[src/rtl/nn_result_collector.sv]
// Collects recognized digits from the network core into a first-word-fall-through FIFO,
// with sticky error flags and an optional per-digit histogram (enabled by NN_RESULT_HIST_EN).
module nn_result_collector #(
    parameter int DEPTH = 8,
    parameter int OUT_W = 4,
    parameter int CNT_W = 16
) (
    input  logic                     clk,
    input  logic                     rst,
    input  logic                     in_valid,
    input  logic [OUT_W-1:0]         in_data,
    output logic                     out_valid,
    output logic [OUT_W-1:0]         out_data,
    input  logic                     out_ready,
    output logic [$clog2(DEPTH):0]   level,
    output logic                     overflow,
    output logic                     bad_digit,
    input  logic                     clear,
    input  logic [OUT_W-1:0]         hist_idx,
    output logic [CNT_W-1:0]         hist_cnt
);
    localparam int PW = $clog2(DEPTH);
    localparam int LW = PW + 1;

    logic [OUT_W-1:0] mem_q [DEPTH];
    logic [PW-1:0]    wr_ptr_q, rd_ptr_q;
    logic [LW-1:0]    level_q;
    logic             overflow_q, bad_digit_q;

    logic digit_ok, full, pop, push, drop, bad;

    assign digit_ok = 32'(in_data) <= 32'd9;
    assign full     = level_q == LW'(DEPTH);
    assign pop      = (level_q != '0) && out_ready;
    assign push     = in_valid && digit_ok && (!full || pop);
    assign drop     = in_valid && digit_ok && full && !pop;
    assign bad      = in_valid && !digit_ok;

    // Storage carries no reset so it can map onto plain RAM; visibility is gated by level.
    always_ff @(posedge clk) begin
        if (!rst && push) begin
            mem_q[wr_ptr_q] <= in_data;
        end
    end

    always_ff @(posedge clk) begin
        if (rst) begin
            wr_ptr_q    <= '0;
            rd_ptr_q    <= '0;
            level_q     <= '0;
            overflow_q  <= 1'b0;
            bad_digit_q <= 1'b0;
        end else begin
            if (push) begin
                wr_ptr_q <= wr_ptr_q + 1'b1;
            end
            if (pop) begin
                rd_ptr_q <= rd_ptr_q + 1'b1;
            end
            case ({push, pop})
                2'b10:   level_q <= level_q + 1'b1;
                2'b01:   level_q <= level_q - 1'b1;
                default: level_q <= level_q;
            endcase
            overflow_q  <= clear ? 1'b0 : (overflow_q | drop);
            bad_digit_q <= clear ? 1'b0 : (bad_digit_q | bad);
        end
    end

    assign out_valid = level_q != '0;
    assign out_data  = out_valid ? mem_q[rd_ptr_q] : '0;
    assign level     = level_q;
    assign overflow  = overflow_q;
    assign bad_digit = bad_digit_q;

`ifdef NN_RESULT_HIST_EN
    logic [10*CNT_W-1:0] hist_flat;
    logic [CNT_W-1:0]    hist_sel;
    logic [CNT_W-1:0]    hist_cnt_q;

    // Dropped-on-full digits still count: the histogram tracks classifications, not storage.
    generate
        for (genvar gi = 0; gi < 10; gi++) begin : g_hist
            logic [CNT_W-1:0] cnt_q;
            logic             hit;

            assign hit = in_valid && (32'(in_data) == gi);

            always_ff @(posedge clk) begin
                if (rst || clear) begin
                    cnt_q <= '0;
                end else if (hit && (cnt_q != {CNT_W{1'b1}})) begin
                    cnt_q <= cnt_q + 1'b1;
                end
            end

            assign hist_flat[gi*CNT_W +: CNT_W] = cnt_q;
        end
    endgenerate

    always_comb begin
        hist_sel = '0;
        for (int i = 0; i < 10; i++) begin
            if (32'(hist_idx) == i) begin
                hist_sel = hist_flat[i*CNT_W +: CNT_W];
            end
        end
    end

    always_ff @(posedge clk) begin
        if (rst) begin
            hist_cnt_q <= '0;
        end else begin
            hist_cnt_q <= hist_sel;
        end
    end

    assign hist_cnt = hist_cnt_q;
`else
    logic unused_hist_idx;
    assign unused_hist_idx = ^hist_idx;
    assign hist_cnt        = '0;
`endif

endmodule

[config.mk]
export PLATFORM = sky130hd
export DESIGN_NAME = nn_result_collector
export DESIGN_NICKNAME = d
export VERILOG_FILES = /design/src/rtl/nn_result_collector.sv
export SDC_FILE = /design/constraint.sdc
export NUM_CORES = 1
export LEC_CHECK = 0
export CAP_MARGIN = 20
export CELL_PAD_IN_SITES_DETAIL_PLACEMENT = 0
export CELL_PAD_IN_SITES_GLOBAL_PLACEMENT = 1
export CORE_UTILIZATION = 37
export CTS_CLUSTER_DIAMETER = 40
export CTS_CLUSTER_SIZE = 8
export DETAILED_ROUTE_END_ITERATION = 12
export HOLD_SLACK_MARGIN = 0.02
export PLACE_DENSITY_LB_ADDON = 0.1
export SLEW_MARGIN = 20
export SYNTH_ARGS = -nofsm -noshare
export SYNTH_HDL_FRONTEND = slang
export SYNTH_SLANG_ARGS = --single-unit
[constraint.sdc]
create_clock -name clk -period 2.34 [get_ports clk]
set_input_delay 0.351 -clock clk [delete_from_list [all_inputs] [get_ports clk]]
set_output_delay 0.351 -clock clk [all_outputs]
set_load 0.03 [all_outputs]
==> impl_metrics.tcl <==
set metrics [dict create \
    synth-edff-count 32 \
    fin_ws_ps -8.725 \
    grt_pass1_wl_um 6417 \
    clock_sink_count 47 \
    synth.distinct_cells 33 \
    clk_pin_slew_ps 80 \
    seq_power_share 0.373 \
    cts_tree "built" \
    fin_crit_sh 1.004 \
    synth_cells 155 \
    io_buffer_count 19 \
    crit_path_frequent_cell "a21oi_2" \
    core_mm2 0.005473 \
    finalSetupViolations 1 \
    synth_fa_ha_area_frac 0.02989 \
    die_h_um 77.22 \
    status "finished with violations" \
    maxSlewViolCount 0 \
    cpLargestDelayFamily "simple AND/OR/NAND/NOR gates" \
    path_max_fanout 3 \
    violations "setup timing" \
    vias 1270 \
    period_needed_ps 2349 \
    grt_pass1_vias 1271 \
    start_util 0.3825 \
    max_clock_freq_ghz 0.4258 \
    pwr_density_cell_mw_per_mm2 1018 \
    path_class "reg -> reg" \
    grt_usage 0.1456 \
    drtIter0Drc 84 \
    skew_ps 8.193 \
    globalplace.congestion 0.6805 \
    drive_above_1_share 0.2892 \
    grt_setup_unrepaired "true" \
    arrival_ps 2580 \
    post-route-util 0.4838 \
    ys_warn_count 0 \
    hpwl_um 2955 \
    layout.nets 221 \
    antenna_cells 0 \
    grt_overflow 0 \
    die_area_mm2 0.005962 \
    grt_max_degree 15 \
    path_buf_inv 1 \
    fin_cells 276 \
    synthMuxAreaShare 0.1201 \
    drtPass1Iterations 4 \
    irDropWorstVdd_mv 0.5487 \
    wl_per_cell_um 14.36 \
    swShare 0.3553 \
    synth_xor_area_frac 0.02510 \
    worstPathRequired_ps 2570 \
    clkLatencyLatePin_ps 290 \
    yosys.area_share.simple 0.09982 \
    synth_top_family_by_area "multiplexers" \
    max-cap-violations 0 \
    route.detailed.drc 0 \
    start_kind "flop" \
    num_io_pins 40 \
    vias_per_cell 4.601 \
    power_frac_clock 0.171 \
    cellLeakagePower_nw 0.9752 \
    finalSetupTns_ps -8.725 \
    p_comb_frac 0.456 \
    ant_nets 0 \
    max_stage_delay_ps 390 \
    p_int_mw 1.737 \
    total_power_mw 2.695 \
    dp_slack_ps -182.7 \
    hold_viol_final 0 \
    rows 27 \
    avgSynthCellArea_um2 13.50 \
    cts-root-buf "clkbuf_8" \
    ys_ff_latch 47 \
    cpMaxStageDelayCell "or3_4" \
    h-tree-depth 2 \
    async_flop_share 0 \
    critical_path.endpoint_type "flop" \
    syn_to_final_growth_pct 26.48 \
    dp.cells 266 \
    synth_compound_area_frac 0.04662 \
    seq_area_frac_synth 0.6025 \
    syn_area_mm2 0.002093 \
    synth_ff_type "edfxtp_1" \
    clock_path_buffers 2 \
    power.switching_mw 0.9577 \
    antenna_found_initial 0 \
    crit_chain "or3_4 > buf_4 > o211ai_4 > ha_4 > xor2_2 > ha_2 > a21oi_2 > xor2_1 > or3_1 > a21oi_2" \
    hold_class "reg -> reg" \
    die_w_um 77.22 \
    cts_buffers 5 \
    finalWirelength_um 3963 \
]
## cell type report
cell class                 count  area [um^2]
fill                         507         2825
sequential                    47         1270
multi-input combinational     98        777.0
timing repair buffer          47        406.6
tap                           72        90.09
clock buffer                   6        72.57
inverter                       4        18.77
clock inverter                 2        12.51
## worst register-to-register path, cell delays in order, from the launching register on
cell      delay [ps]
dfxtp_4          350
or3_4            390
buf_4            170
o211ai_4         230
ha_4             180
xor2_2           160
ha_2             200
a21oi_2           40
xor2_1           140
or3_1            320
a21oi_2          110
## cells by family (layout without fill, tap and decap cells)
logic type	Yosys count	in the layout
fa+ha+maj	5	5
simple gates	42	42
buf+inv	25	59
flops	47	47
other cells	1	16
xor+xnor	6	6
mux	15	15
compound gates	14	14
## repair_timing
action | CTS | global route
buffers inserted | 1 | 1
pin swaps | 3 | 3
setup endpoints to repair | 7 | 2
resized for setup | 6 | 3
hold buffers | 0 | 0
## layout by cell type (no fill, tap or decap), types with 4 or more instances in the layout
master,n
buf_4,27
clkbuf_8,5
clkdlybuf4s50_1,14
conb_1,16
dfxtp_1,12
dlygate4sd2_1,5
edfxtp_1,32
mux2i_1,6
mux4_2,8
nand2_1,4
nor2_1,19
nor3_1,5
xor2_1,5
## final timing paths
path / slack, ps / from / depth (start not counted) / to
max: -9 / level[2] / 10 / level[2]
min: 490 / rd_ptr_q[1] / 2 / rd_ptr_q[1]
max reg2reg: -9 / level[2] / 10 / level[2]
min reg2reg: 490 / rd_ptr_q[1] / 2 / rd_ptr_q[1]
## power by group through the flow
stage / Clock [mW] / Sequential [mW] / Combinational, mW
floorplan: 0 / 1.08 / 0.701
global route: 0.512 / 1.01 / 1.33
detailed placement: 0 / 1.03 / 1.20
global placement: 0 / 1.02 / 1.18
finish: 0.461 / 1.00 / 1.23
CTS: 0.481 / 1.01 / 1.19
## metrics by stage
stage	area (um^2)	hold WS, ps
floorplan	2183	427.8
CTS	2623	494.0
global route	2648	538.9
finish	2648	489.0
detailed placement	2531	482.2
global placement	2531	469.4
## Yosys cell counts, types with 3 or more instances
cell type | instances | area, um^2
edfxtp_1 | 32 | 960.9
nor2_1 | 19 | 71.32
buf_4 | 16 | 120.1
dfxtp_1 | 15 | 300.3
mux4_2 | 8 | 180.2
mux2i_1 | 6 | 60.06
xor2_1 | 6 | 52.55
a21oi_1 | 5 | 25.02
ha_1 | 5 | 62.56
nand2_1 | 5 | 18.77
nor3_1 | 5 | 25.02
clkbuf_1 | 4 | 15.01
inv_1 | 4 | 15.01
o21ai_0 | 3 | 15.01
## sequential cells by signal (all words and copies together) (netlist names), named ones only
name / flops
mem_q: 32
level: 4
wr_ptr_q: 3
overflow: 1
bad_digit: 1
rd_ptr_q: 3
## routing by layer
layer  part of all wire  vias up  global-route usage
li1                   -      627                   -
met1               0.42      600              0.1732
met2               0.53       34              0.2575
met3              0.035        9             0.03690
met4              0.015        0             0.04151
met5                  0        -                   0
Power figures use the tool's default switching activity.
